--- config.mk ---
export PLATFORM = sky130hd
export DESIGN_NAME = param_stack
export DESIGN_NICKNAME = d
export VERILOG_FILES = /design/src/rtl/cpu_pkg.sv /design/src/rtl/stack_ram.sv /design/src/rtl/param_stack.sv
export SDC_FILE = /design/constraint.sdc
export NUM_CORES = 1
export LEC_CHECK = 0
export BUFFER_PORTS_ARGS = -buffer_cell sky130_fd_sc_hd__buf_4
export CORE_MARGIN = 2
export CORE_UTILIZATION = 35
export CTS_BUF_LIST = sky130_fd_sc_hd__clkbuf_4 sky130_fd_sc_hd__clkbuf_8 sky130_fd_sc_hd__clkbuf_16
export DETAILED_ROUTE_END_ITERATION = 8
export MAX_ROUTING_LAYER = met4
export PLACE_DENSITY = 0.54
export SYNTH_ARGS = -nofsm -noshare
export SYNTH_HDL_FRONTEND = slang
export SYNTH_HIERARCHICAL = 1
export SYNTH_SLANG_ARGS = --single-unit
export TNS_END_PERCENT = 50
--- constraint.sdc ---
create_clock -name i_clock -period 4.2 [get_ports i_clock]
set_clock_uncertainty 0.05 [all_clocks]
set_input_delay 0.21 -clock i_clock [delete_from_list [all_inputs] [get_ports i_clock]]
set_output_delay 0.21 -clock i_clock [all_outputs]
set_load 0.1 [all_outputs]
--- src/rtl/cpu_pkg.sv ---
// Shared CPU definitions: word width, default stack depths and the stack operation encoding.
// No ports. Used by param_stack and by cpu for its data and return stacks.
package cpu_pkg;

  localparam int unsigned WORD_WIDTH   = 16;
  localparam int unsigned DSTACK_DEPTH = 16;
  localparam int unsigned RSTACK_DEPTH = 16;

  // Encoding matches {push, pop}, so a plain cast of that pair decodes the operation.
  typedef enum logic [1:0] {
    ST_IDLE = 2'b00,
    ST_POP  = 2'b01,
    ST_PUSH = 2'b10,
    ST_REPL = 2'b11
  } stack_op_t;

endpackage

--- src/rtl/stack_ram.sv ---
// DEPTH x WIDTH register array for param_stack.
// One synchronous write port and two asynchronous read ports; a third read port
// is present only when PARAM_STACK_PEEK_EN is defined.
// Ports:
//   i_clock            write clock
//   i_we/i_waddr/i_wdata  write port
//   i_raddr0/o_rdata0  read port 0 (top)
//   i_raddr1/o_rdata1  read port 1 (next)
//   i_raddr2/o_rdata2  read port 2 (peek, PARAM_STACK_PEEK_EN only)
module stack_ram #(
  parameter int unsigned WIDTH = 16,
  parameter int unsigned DEPTH = 16,
  parameter int unsigned AW    = 4
) (
  input  logic             i_clock,
  input  logic             i_we,
  input  logic [AW-1:0]    i_waddr,
  input  logic [WIDTH-1:0] i_wdata,
  input  logic [AW-1:0]    i_raddr0,
  output logic [WIDTH-1:0] o_rdata0,
  input  logic [AW-1:0]    i_raddr1,
`ifdef PARAM_STACK_PEEK_EN
  output logic [WIDTH-1:0] o_rdata1,
  input  logic [AW-1:0]    i_raddr2,
  output logic [WIDTH-1:0] o_rdata2
`else
  output logic [WIDTH-1:0] o_rdata1
`endif
);

  logic [WIDTH-1:0] r_mem [DEPTH];

  // Storage is deliberately not reset; the owner masks reads by its depth count.
  always_ff @(posedge i_clock) begin
    if (i_we) begin
      r_mem[i_waddr] <= i_wdata;
    end
  end

  assign o_rdata0 = r_mem[i_raddr0];
  assign o_rdata1 = r_mem[i_raddr1];
`ifdef PARAM_STACK_PEEK_EN
  assign o_rdata2 = r_mem[i_raddr2];
`endif

endmodule

--- src/rtl/param_stack.sv ---
// Parametrised LIFO stack with combinational top/next reads, depth tracking,
// full/empty status and sticky overflow/underflow flags.
// Optional feature macro: PARAM_STACK_PEEK_EN (adds i_peek_idx / o_peek).
// Ports:
//   i_clock, i_reset_n (synchronous, active low)
//   i_push, i_pop, i_data   stack operation and write data
//   i_clear_err             clears sticky error flags (a same-cycle set wins)
//   o_top, o_next           T and N, zero when not present
//   o_depth, o_empty, o_full
//   o_overflow, o_underflow sticky error flags
//   i_peek_idx, o_peek      entry i_peek_idx below top (PARAM_STACK_PEEK_EN only)
module param_stack
  import cpu_pkg::*;
#(
  parameter  int unsigned WIDTH = WORD_WIDTH,
  parameter  int unsigned DEPTH = DSTACK_DEPTH,
  localparam int unsigned PTR_W = $clog2(DEPTH + 1)
) (
  input  logic             i_clock,
  input  logic             i_reset_n,
  input  logic             i_push,
  input  logic             i_pop,
  input  logic [WIDTH-1:0] i_data,
  input  logic             i_clear_err,
  output logic [WIDTH-1:0] o_top,
  output logic [WIDTH-1:0] o_next,
  output logic [PTR_W-1:0] o_depth,
  output logic             o_empty,
  output logic             o_full,
  output logic             o_overflow,
`ifdef PARAM_STACK_PEEK_EN
  output logic             o_underflow,
  input  logic [PTR_W-1:0] i_peek_idx,
  output logic [WIDTH-1:0] o_peek
`else
  output logic             o_underflow
`endif
);

  localparam int unsigned AW = (DEPTH > 1) ? $clog2(DEPTH) : 1;

  logic [PTR_W-1:0] r_depth;
  logic             r_overflow;
  logic             r_underflow;

  stack_op_t        w_op;
  logic             w_empty;
  logic             w_full;
  logic             w_we;
  logic [AW-1:0]    w_waddr;
  logic [PTR_W-1:0] w_depth_nxt;
  logic             w_ovf_set;
  logic             w_unf_set;
  logic [AW-1:0]    w_top_addr;
  logic [AW-1:0]    w_next_addr;
  logic [WIDTH-1:0] w_top_raw;
  logic [WIDTH-1:0] w_next_raw;

  assign w_op    = stack_op_t'({i_push, i_pop});
  assign w_empty = (r_depth == '0);
  assign w_full  = (r_depth == PTR_W'(DEPTH));

  // Address arithmetic wraps when depth is small; those reads are masked below.
  assign w_top_addr  = AW'(r_depth - PTR_W'(1));
  assign w_next_addr = AW'(r_depth - PTR_W'(2));

  // Operation decode: next depth, write enable and error set conditions.
  always_comb begin
    w_we        = 1'b0;
    w_waddr     = '0;
    w_depth_nxt = r_depth;
    w_ovf_set   = 1'b0;
    w_unf_set   = 1'b0;
    case (w_op)
      ST_PUSH: begin
        if (w_full) begin
          w_ovf_set = 1'b1;
        end else begin
          w_we        = 1'b1;
          w_waddr     = AW'(r_depth);
          w_depth_nxt = r_depth + PTR_W'(1);
        end
      end
      ST_POP: begin
        if (w_empty) begin
          w_unf_set = 1'b1;
        end else begin
          w_depth_nxt = r_depth - PTR_W'(1);
        end
      end
      ST_REPL: begin
        w_we = 1'b1;
        if (w_empty) begin
          // Replace on an empty stack still lands the value, but flags the missing operand.
          w_unf_set   = 1'b1;
          w_waddr     = '0;
          w_depth_nxt = PTR_W'(1);
        end else begin
          w_waddr = w_top_addr;
        end
      end
      default: begin
      end
    endcase
  end

  // Depth counter and sticky flags; reset dominates every operation.
  always_ff @(posedge i_clock) begin
    if (!i_reset_n) begin
      r_depth     <= '0;
      r_overflow  <= 1'b0;
      r_underflow <= 1'b0;
    end else begin
      r_depth     <= w_depth_nxt;
      r_overflow  <= w_ovf_set | (r_overflow & ~i_clear_err);
      r_underflow <= w_unf_set | (r_underflow & ~i_clear_err);
    end
  end

`ifdef PARAM_STACK_PEEK_EN
  logic [AW-1:0]    w_peek_addr;
  logic [WIDTH-1:0] w_peek_raw;

  assign w_peek_addr = AW'(r_depth - PTR_W'(1) - i_peek_idx);
  assign o_peek      = (i_peek_idx < r_depth) ? w_peek_raw : '0;
`endif

  stack_ram #(
    .WIDTH (WIDTH),
    .DEPTH (DEPTH),
    .AW    (AW)
  ) u_ram (
    .i_clock  (i_clock),
    .i_we     (w_we & i_reset_n),
    .i_waddr  (w_waddr),
    .i_wdata  (i_data),
    .i_raddr0 (w_top_addr),
    .o_rdata0 (w_top_raw),
    .i_raddr1 (w_next_addr),
`ifdef PARAM_STACK_PEEK_EN
    .o_rdata1 (w_next_raw),
    .i_raddr2 (w_peek_addr),
    .o_rdata2 (w_peek_raw)
`else
    .o_rdata1 (w_next_raw)
`endif
  );

  assign o_top       = w_empty ? '0 : w_top_raw;
  assign o_next      = (r_depth >= PTR_W'(2)) ? w_next_raw : '0;
  assign o_depth     = r_depth;
  assign o_empty     = w_empty;
  assign o_full      = w_full;
  assign o_overflow  = r_overflow;
  assign o_underflow = r_underflow;

endmodule

== Word-level counts from Yosys, hierarchy flattened ==
Memory sizes are Yosys's and may differ from the RTL's.
Index checks and enable logic that the tools add are counted.

* Input port bits: 21
* Register bits: 7
* Logic and storage cells: 42
* Memories kept: 1
* Bits in writable memories: 256

{| class="wikitable"
|+ Memory list
! memory !! words !! bits a word !! rd ports !! clocked after Yosys merged registers in !! write ports !! RTL line !! source
|-
| u_ram.r_mem || 16 || 16 || 2 || 0 || 1 || stack_ram.sv:31 || <nowiki>logic [WIDTH-1:0] r_mem [DEPTH];</nowiki>
|}

* $lt $le $gt $ge: 1
* Equal/unequal tests: 7
* Reductions and logical operators: 4
* Muxes and demuxes: 17
* Add/sub/neg operators: 3
* Bitwise gates (word level): 6

{| class="wikitable"
|+ Operators with widths
! operator !! number
|-
| 16-bit two-way mux || 2
|-
| 5-bit two-way mux || 3
|-
| 5-bit case mux with 3 select lines || 1
|-
| 4-bit two-way mux || 2
|-
| 4-bit case mux with 2 select lines || 1
|-
| 1-bit two-way mux || 7
|-
| 2-bit != test (second input constant) || 3
|-
| 5-bit by 1-bit adder with 5-bit output (second input constant) || 1
|-
| 5-bit == test (second input constant) || 1
|-
| 5-bit by 2-bit >= comparator with 1-bit output (second input constant) || 1
|-
| 5-bit logical NOT || 1
|-
| 5-bit by 1-bit subtractor with 5-bit output (second input constant) || 1
|-
| 2-bit == test (second input constant) || 2
|-
| 4-bit AND reduction || 1
|-
| 4-bit by 2-bit subtractor with 4-bit output (second input constant) || 1
|-
| 1-bit AND || 3
|-
| 3-bit nonzero test || 1
|-
| 2-bit by 1-bit == test with 1-bit output (second input constant) || 1
|-
| 1-bit bitwise OR || 2
|-
| 1-bit case mux with 2 select lines || 1
|-
| 2-bit OR reduction || 1
|-
| 1-bit NOT || 1
|}

== Depth between registers and ports, before layout ==
Gate-level depths: netlist of run 1.

* Depth after elaboration: 6
* Depth in mapped cells: 11
* Gate-level depth less buffers: 8

== By module ==
Netlist of run 1, hierarchy kept.

{| class="wikitable"
|+ By module, submodules not included
! module !! area each (um2) !! seq. area each (um2) !! times used !! cells an instance
|-
| stack_ram || 11728.7 || 7687.4 || 1 || 553
|-
| param_stack || 980.9 || 140.1 || 1 || 122
|}

== Least setup slack after synthesis of run 1 ==
No wires, ideal clock.

* Path type: reg-to-reg
* Start point: reg r_depth[1], in the netlist o_depth[1]
* End point: mem u_ram.r_mem[0][0] (enable)
* Data arrival time: 4.060 ns
* Path buffers: 0
* Setup time: 0.409 ns
* Stages on the path, launching flop included: 8
* Slack: -0.320 ns
* Path through: dfxtp_1 -> inv_1 -> ha_1 -> and4bb_2 -> nor2b_1 -> nor2_1 -> or3b_2 -> nor3_1

* Word-level cells in the longest chain between the ends: 6
* Elaborated cells between the ends (all ways): 11
* Classes of those cells: add/sub (1); eq/ne (1); mux (7); bitwise (1); reduce/logical (1)

{| class="wikitable"
|+ Ends and longest elaborated chain
! item !! RTL line !! source
|-
| start: declaration || param_stack.sv:42 || <nowiki>logic [PTR_W-1:0] r_depth;</nowiki>
|-
| start signal: assignment || param_stack.sv:114 || <nowiki>r_depth <= w_depth_nxt;</nowiki>
|-
| 5-bit == test (*) || param_stack.sv:61 || <nowiki>assign w_full = (r_depth == PTR_W'(DEPTH));</nowiki>
|-
| via o_full || param_stack.sv:29 || <nowiki>output logic o_full,</nowiki>
|-
| 1-bit two-way mux || param_stack.sv:76 || <nowiki>if (w_full) begin</nowiki>
|-
| 1-bit case mux with 2 select lines || param_stack.sv:74 || <nowiki>case (w_op)</nowiki>
|-
| 1-bit AND || param_stack.sv:134 || <nowiki>.i_we (w_we & i_reset_n),</nowiki>
|-
| 1-bit two-way mux || stack_ram.sv:35 || <nowiki>if (i_we) begin</nowiki>
|-
| 1-bit two-way mux (not written as such) || stack_ram.sv:36 || <nowiki>r_mem[i_waddr] <= i_wdata;</nowiki>
|-
| end: declaration || stack_ram.sv:31 ||
|}

The timed path passes the listed nets; every way through them passes the cells marked *.

== Worst setup path after layout of run 1 ==
* Start point: reg r_depth[1], in the netlist o_depth[1]
* End point: out o_top[1]

* Word-level cells in the longest chain between the ends: 3
* Elaborated cells between the ends (all ways): 4
* Classes of those cells: add/sub (1); mux (1); reduce/logical (1); memory (1)

{| class="wikitable"
|+ Ends and longest elaborated chain
! item !! RTL line !! source
|-
| 5-bit by 1-bit subtractor with 5-bit output || -- ||
|-
| via w_top_addr[2] || param_stack.sv:54 || <nowiki>logic [AW-1:0] w_top_addr;</nowiki>
|-
| memory 16 x 16 bit || -- ||
|-
| via w_top_raw[1] || param_stack.sv:56 || <nowiki>logic [WIDTH-1:0] w_top_raw;</nowiki>
|-
| 16-bit two-way mux || param_stack.sv:149 || <nowiki>assign o_top = w_empty ? '0 : w_top_raw;</nowiki>
|-
| end: declaration || param_stack.sv:25 || <nowiki>output logic [WIDTH-1:0] o_top,</nowiki>
|}

The timed path passes the listed nets, and every way through them passes these cells.

==> results of run 1 <==
[placed cells by master (no fill, tap or decap), types with 7 or more instances in the layout]
cell	n
edfxtp_1	256
nand2_1	39
nor2b_1	11
a22oi_1	64
dlygate4sd3_1	19
nor2_2	12
and2_4	10
mux4_1	24
clkbuf_16	29
and2_1	18
buf_4	102
mux4_2	102
clkbuf_4	8
ha_1	7
[metal layers]
layer / routed length [µm] / global-route usage [%] / vias to the layer above
met1: 14600 / 24.7 / 3897
met5: 0 / - / -
met2: 17500 / 31.7 / 250
met3: 1690 / 2.24 / 59
li1: - / - / 3062
met4: 1000 / 5.98 / 0
[worst reg2reg max path: cells and delay by family, from the launching register on]
kind	cells	cell delay, ps
AO/OA/AOI/OAI	2	380
XOR/XNOR	1	420
adder cells (fa/ha/maj)	1	270
buffers and inverters	3	660
flip-flops	1	370
AND/OR/NAND/NOR	3	1080
[cell families (layout without fill, tap and decap cells)]
family / Yosys count / count (layout)
muxes: 129 / 129
buffers and inverters: 59 / 181
and+or+nand+nor: 127 / 127
AOI/OAI and AO/OA: 83 / 83
adders and majority gates: 7 / 7
xor gates and xnor gates: 7 / 7
DFF: 263 / 263
[worst paths after layout]
check | from | end | slack, ps | cells after the start
setup / recovery | o_depth[1]$_SDFFE_PN0P_ | o_top[1] | 280 | 10
hold / removal | i_pop | o_underflow$_SDFF_PN0_ | 40 | 3
setup reg to reg | o_depth[1]$_SDFFE_PN0P_ | u_ram/r_mem[9][9]$_DFFE_PP_ | 680 | 10
hold reg to reg | o_underflow$_SDFF_PN0_ | o_underflow$_SDFF_PN0_ | 570 | 3
[report_power, final]
| part | internal (mW) | switching [mW] | total, mW |
|---|---|---|---|
| combinational | 1.82 | 4.21 | 6.03 |
| sequential | 2.96 | 0.0509 | 3.01 |
| clock | 1.37 | 0.983 | 2.36 |
| total | 6.15 | 5.25 | 11.4 |
[metrics by stage]
stage               area [µm²]  hold slack (ps)
floorplan                12700              259
global placement         13800              447
detailed placement       13800              459
CTS                      14900             17.7
global route             14900             51.7
finish                   14900             42.0
[sequential cells by signal (all words and copies together), names as in the netlist]
signal / cells
o_overflow: 1
o_underflow: 1
u_ram/r_mem: 256
o_depth: 5
[cell type report]
cell class	instances	area, µm²	share of cell area [%]
inverter	7	28.8	0.194
tap	461	577	3.88
multi-input combinational	353	4540	30.5
sequential	263	7830	52.7
clock buffer	37	786	5.28
timing repair buffer	124	1020	6.83
clock inverter	13	91.3	0.614
==> run_results.csv, run 1 <==
group,metric,value,unit
critical_path,worstPathArrival,3660,ps
clocking,cts.clk_slew.worst_paths,60,ps
critical_path,crit_path_max_incr_delay,740,ps
power,irDropWorstVdd,0.867,mV
clocking,cts.repair.resized,0,
synth,synth_top_family_by_area,"multiplexers",
synth,muxShareOfSynthArea,23.5,%
synth,syn_inst,675,
sta,timing.final.crit_share,93.3,%
placed_design,dp.cells,1189,
critical_path,cpMostUsedCell,"buf_4",
worst_hold_path,hp-class,"input pin to flip-flop",
power,leakage,5.06,nW
layout,fin_util,41.7,%
floorplan,fp.dieH,195,µm
layout,n_fill_cell,3130,
synth,yosys_register_bits,263,
routing,via_per_inst,5.78,
sta,drv_slew,0,
floorplan,num_rows,69,
clocking,cts_setup_buffers,0,
power,totalPowerFinal,11.4,mW
run_status,outcome,"completed",
routing,routedWlPerCell,27.7,µm
clocking,root_buffer,"clkbuf_16",
placed_design,dp_slack,745,ps
floorplan,core,0.0357,mm²
global_routing,overflow,0,
synth,ys_seq_area_share,61.6,%
synth,yosys.area.top_type_share,60.5,%
global_routing,antenna_found_initial,0,
sta,clock.fmax,0.255,GHz
critical_path,crit_type,"flip-flop to primary output",
clocking,clk_path_buf_depth,3,
synth,synth_enable_flop_cells,256,
sta,rsz0062_at_grt,"false",
critical_path,path_delay_family,"buffers and inverters",
floorplan,start_util,35.6,%
critical_path,crit_chain,"inv_2 > buf_4 > ha_1 > xor2_1 > nor2b_2 > buf_4 > a22oi_1 > nand2_1 > and2_2 > buf_4",
synth,syn-num-nets,703,
critical_path,required,3940,ps
synth,yosys.area_share.simple,5.56,%
synth,synthAdderAreaFrac,0.689,%
layout,syn_to_final_growth,17.0,%
sta,hold_viol_final,0,
critical_path,cp_slowest_cell,"nor2b_2",
synth,postSynth.asyncResetShare,0,%
global_routing,grt_util_all_layers,19.1,%
routing,wl,34800,µm
global_routing,grt_max_degree,45,
routing,firstDrtPassIters,4,
layout,diodes,0,
sta,tightest_slew,865,ps
sta,fin_crit,3920,ps
clocking,cts_hold_buf,19,
critical_path,crit_path_max_fanout,26,
synth,yosysMostFrequentCell,"edfxtp_1",
global_routing,grt_pass1_wl,51700,µm
placed_design,finalWeightedCongestion,0.771,
floorplan,dieWidth,195,µm
floorplan,die_area,0.0379,mm²
synth,yosys.area.top_type,"edfxtp_1",
critical_path,startpoint_type,"flip-flop",
layout,final_nets,806,
critical_path,worst-path-buf-inv,4,
clocking,cts_tree,"yes",
clocking,htreeDepth,1,
synth,yosysWarnings,6,
synth,synthDistinctLibCells,54,
global_routing,grt_pass1_vias,7652,
critical_path,crit_path_end_kind,"primary output",
clocking,clock_latency,530,ps
floorplan,ios,62,
run,cap_viol_max_count,0,
layout,stdcell_count,1258,
routing,antenna_left,0,
synth,ys.flop_type,"edfxtp_1",
placed_design,port_buffers,61,
routing,drc,0,
routing,drtIter0Drc,661,
synth,synth-xor-area-share,0.482,%
synth,synth_commonest_cells,"edfxtp_1, mux4_2, a22oi_1",
sta,setup_violations,0,
synth,postSynthAreaPerCell,18.8,µm²
power,power.density,766,mW/mm²
placed_design,hpwl,21200,µm
routing,num_vias,7268,
layout,drive_gt1_share,37.5,%
synth,syn-cell-area,0.0127,mm²
sta,layout_setup_ws,283,ps
clocking,clock_sink_count,263,
sta,tns,0,ps
clocking,numCtsBuffers,29,
synth,synth_compound_area_share,4.97,%
synth,yosys-top-cells-area,"edfxtp_1, mux4_2, mux4_1",
sta,slew_headroom,42.4,%
No activity file was read; power rests on OpenSTA's default activity.
==> run 2: changes to the inputs <==
==> constraint.sdc (replaced) <==
create_clock -name i_clock -period 4.2 [get_ports i_clock]
set_clock_uncertainty 0.05 [all_clocks]
set_input_delay 0.21 -clock i_clock [delete_from_list [all_inputs] [get_ports i_clock]]
set_output_delay 0.21 -clock i_clock [all_outputs]
set_load 0.05 [all_outputs]
==> run 2 against run 1 <==
  * Utilization grew 0.31 points
  * Via count grew 0.41%
  * Clock-buffer cell count shrank 4
  * Worst setup slack worse by 50 ps
  * Flip-flop and latch count did not move
  * Clock power is 11% higher
  * Die area unchanged
  * Final cell count barely moved
  * Hold slack improved by 1.0 ps
  * Critical path type unchanged
  * Critical endpoint is now o_next[8]
  * Largest cell class unchanged
  * Largest power group unchanged
==> run_results.csv, run 2 (same netlist as run 1, synthesis figures left out) <==
group,metric,value,unit
sta,fin_crit,3970,ps
placed_design,port_buffers,61,
floorplan,die_area,0.0379,mm²
layout,final_nets,804,
layout,final_cell_mix,"edfxtp_1, mux4_2, buf_4, a22oi_1, nand2_1",
clocking,clock_latency,540,ps
layout,drive_gt1_share,37.1,%
clocking,clock_sink_count,263,
routing,wl,33500,µm
floorplan,dieWidth,195,µm
routing,drtIter0Drc,592,
floorplan,num_rows,69,
routing,firstDrtPassIters,5,
global_routing,grt_max_degree,38,
sta,tns,0,ps
layout,largest_reg_flops,256,
global_routing,grt_pass1_vias,7780,
floorplan,start_util,35.6,%
worst_hold_path,hp-class,"input pin to flip-flop",
routing,drc,0,
layout,final_common_cell,"edfxtp_1",
sta,tightest_slew,1190,ps
clocking,htreeDepth,1,
sta,slew_headroom,20.6,%
routing,num_vias,7298,
global_routing,antenna_found_initial,0,
sta,timing.final.crit_share,94.5,%
layout,seq_area,0.00783,mm²
clocking,clk_path_buf_depth,3,
critical_path,crit_type,"flip-flop to primary output",
critical_path,worstPathArrival,3710,ps
floorplan,ios,62,
clocking,root_buffer,"clkbuf_16",
placed_design,hpwl,21600,µm
power,irDropWorstVdd,0.531,mV
layout,multi_input_area,0.00453,mm²
routing,routedWlPerCell,26.6,µm
layout,n_fill_cell,3164,
clocking,cts_tree,"yes",
critical_path,crit_path_max_fanout,11,
sta,rsz0062_at_grt,"false",
power,pwr-share-seq,28.6,%
power,leakage,5.10,nW
power,totalPowerFinal,10.5,mW
sta,clock.fmax,0.252,GHz
power,intPower,6.38,mW
routing,via_per_inst,5.80,
power,comb_power_share,46.6,%
placed_design,finalWeightedCongestion,0.796,
global_routing,overflow,0,
critical_path,required,3940,ps
sta,setup_violations,0,
run_status,outcome,"completed",
critical_path,startpoint_type,"flip-flop",
clocking,cts.repair.resized,0,
run,cap_viol_max_count,0,
power,power.density,702,mW/mm²
power,swShare,39.3,%
power,switchingPower,4.13,mW
critical_path,crit_path_end_kind,"primary output",
floorplan,core,0.0357,mm²
power,clkPwrFrac,24.8,%
layout,top_register,"u_ram/r_mem",
floorplan,fp.dieH,195,µm
layout,syn_to_final_growth,17.9,%
sta,drv_slew,0,
routing,antenna_left,0,
global_routing,grt_util_all_layers,18.4,%
layout,diodes,0,
clocking,numCtsBuffers,28,
sta,hold_viol_final,0,
global_routing,grt_pass1_wl,50600,µm
clocking,cts.clk_slew.worst_paths,60,ps
run 2: cell types whose count changed in the layout (fill, tap and decap cells not counted), sizes merged:
cell      previous run  this run
inv                  7         8
clkbuf              37        33
bufinv               1         5
buf                105       104
clkinvlp             1         3
clkinv              11        10
run 2: timing repair:
action	4_1_cts	5_1_grt
setup endpoints to repair	0	0
hold buffers	19	0
setup buffers	0	0
endpoints found under the hold margin	263	0
run 2: per-stage QoR:
| stage | utilization [%] | hold WS, ps | worst slack [ps] | instances | instance area, µm² |
|---|---|---|---|---|---|
| after floorplan | - | 259 | 130 | 675 | 12700 |
| after global placement | 38.7 | 465 | 809 | 1188 | 13800 |
| after detailed placement | 38.7 | 473 | 772 | 1188 | 13800 |
| after CTS | 42.0 | 23.2 | 224 | 1259 | 15000 |
| after global routing | 42.0 | 64.3 | 56.3 | 1259 | 15000 |
| final | 42.0 | 43.0 | 233 | 1259 | 15000 |
run 2: layout make-up:
type                    count  share of cell area (%)
clock inverters            19                    1.54
inverters                   7                   0.192
multi-input cells         353                    30.2
repair buffers            123                    6.90
well taps                 461                    3.85
clock buffers              33                    5.04
flip-flops and latches    263                    52.3
run 2: final timing paths:
path                                 from                           to  slack, ps  cells past startpoint
setup / recovery  o_depth[2]$_SDFFE_PN0P_                    o_next[8]        230                      9
hold / removal                      i_pop       o_underflow$_SDFF_PN0_         40                      3
setup reg to reg  o_depth[1]$_SDFFE_PN0P_  u_ram/r_mem[0][2]$_DFFE_PP_        730                     10
hold reg to reg    o_underflow$_SDFF_PN0_       o_underflow$_SDFF_PN0_        580                      3
run 2: worst max-delay path, cell delays in order (launching register included):
cell and delay (ps):
dfxtp_1 560, inv_1 180, ha_1 260, xor2_1 260
nor2b_1 930, buf_4 350, a22oi_1 170, nand2_1 120
and2_1 140, buf_4 200
run 2: metal layers:
layer / GRT usage, % / vias up / part of all wire (%)
met1: 24.7 / 3942 / 43
met5: - / - / 0
met2: 29.9 / 252 / 49
li1: - / 3058 / -
met4: 3.76 / 0 / 1.8
met3: 2.83 / 46 / 5.5
run 2: power groups by stage:
stage                     combinational (mW)  clock (mW)  sequential (mW)
after floorplan                         3.47           0             3.07
after global placement                  4.90           0             3.05
after detailed placement                4.90           0             3.06
after CTS                               4.94        2.66             3.00
after global routing                    5.20        2.77             3.01
final                                   4.90        2.61             3.00
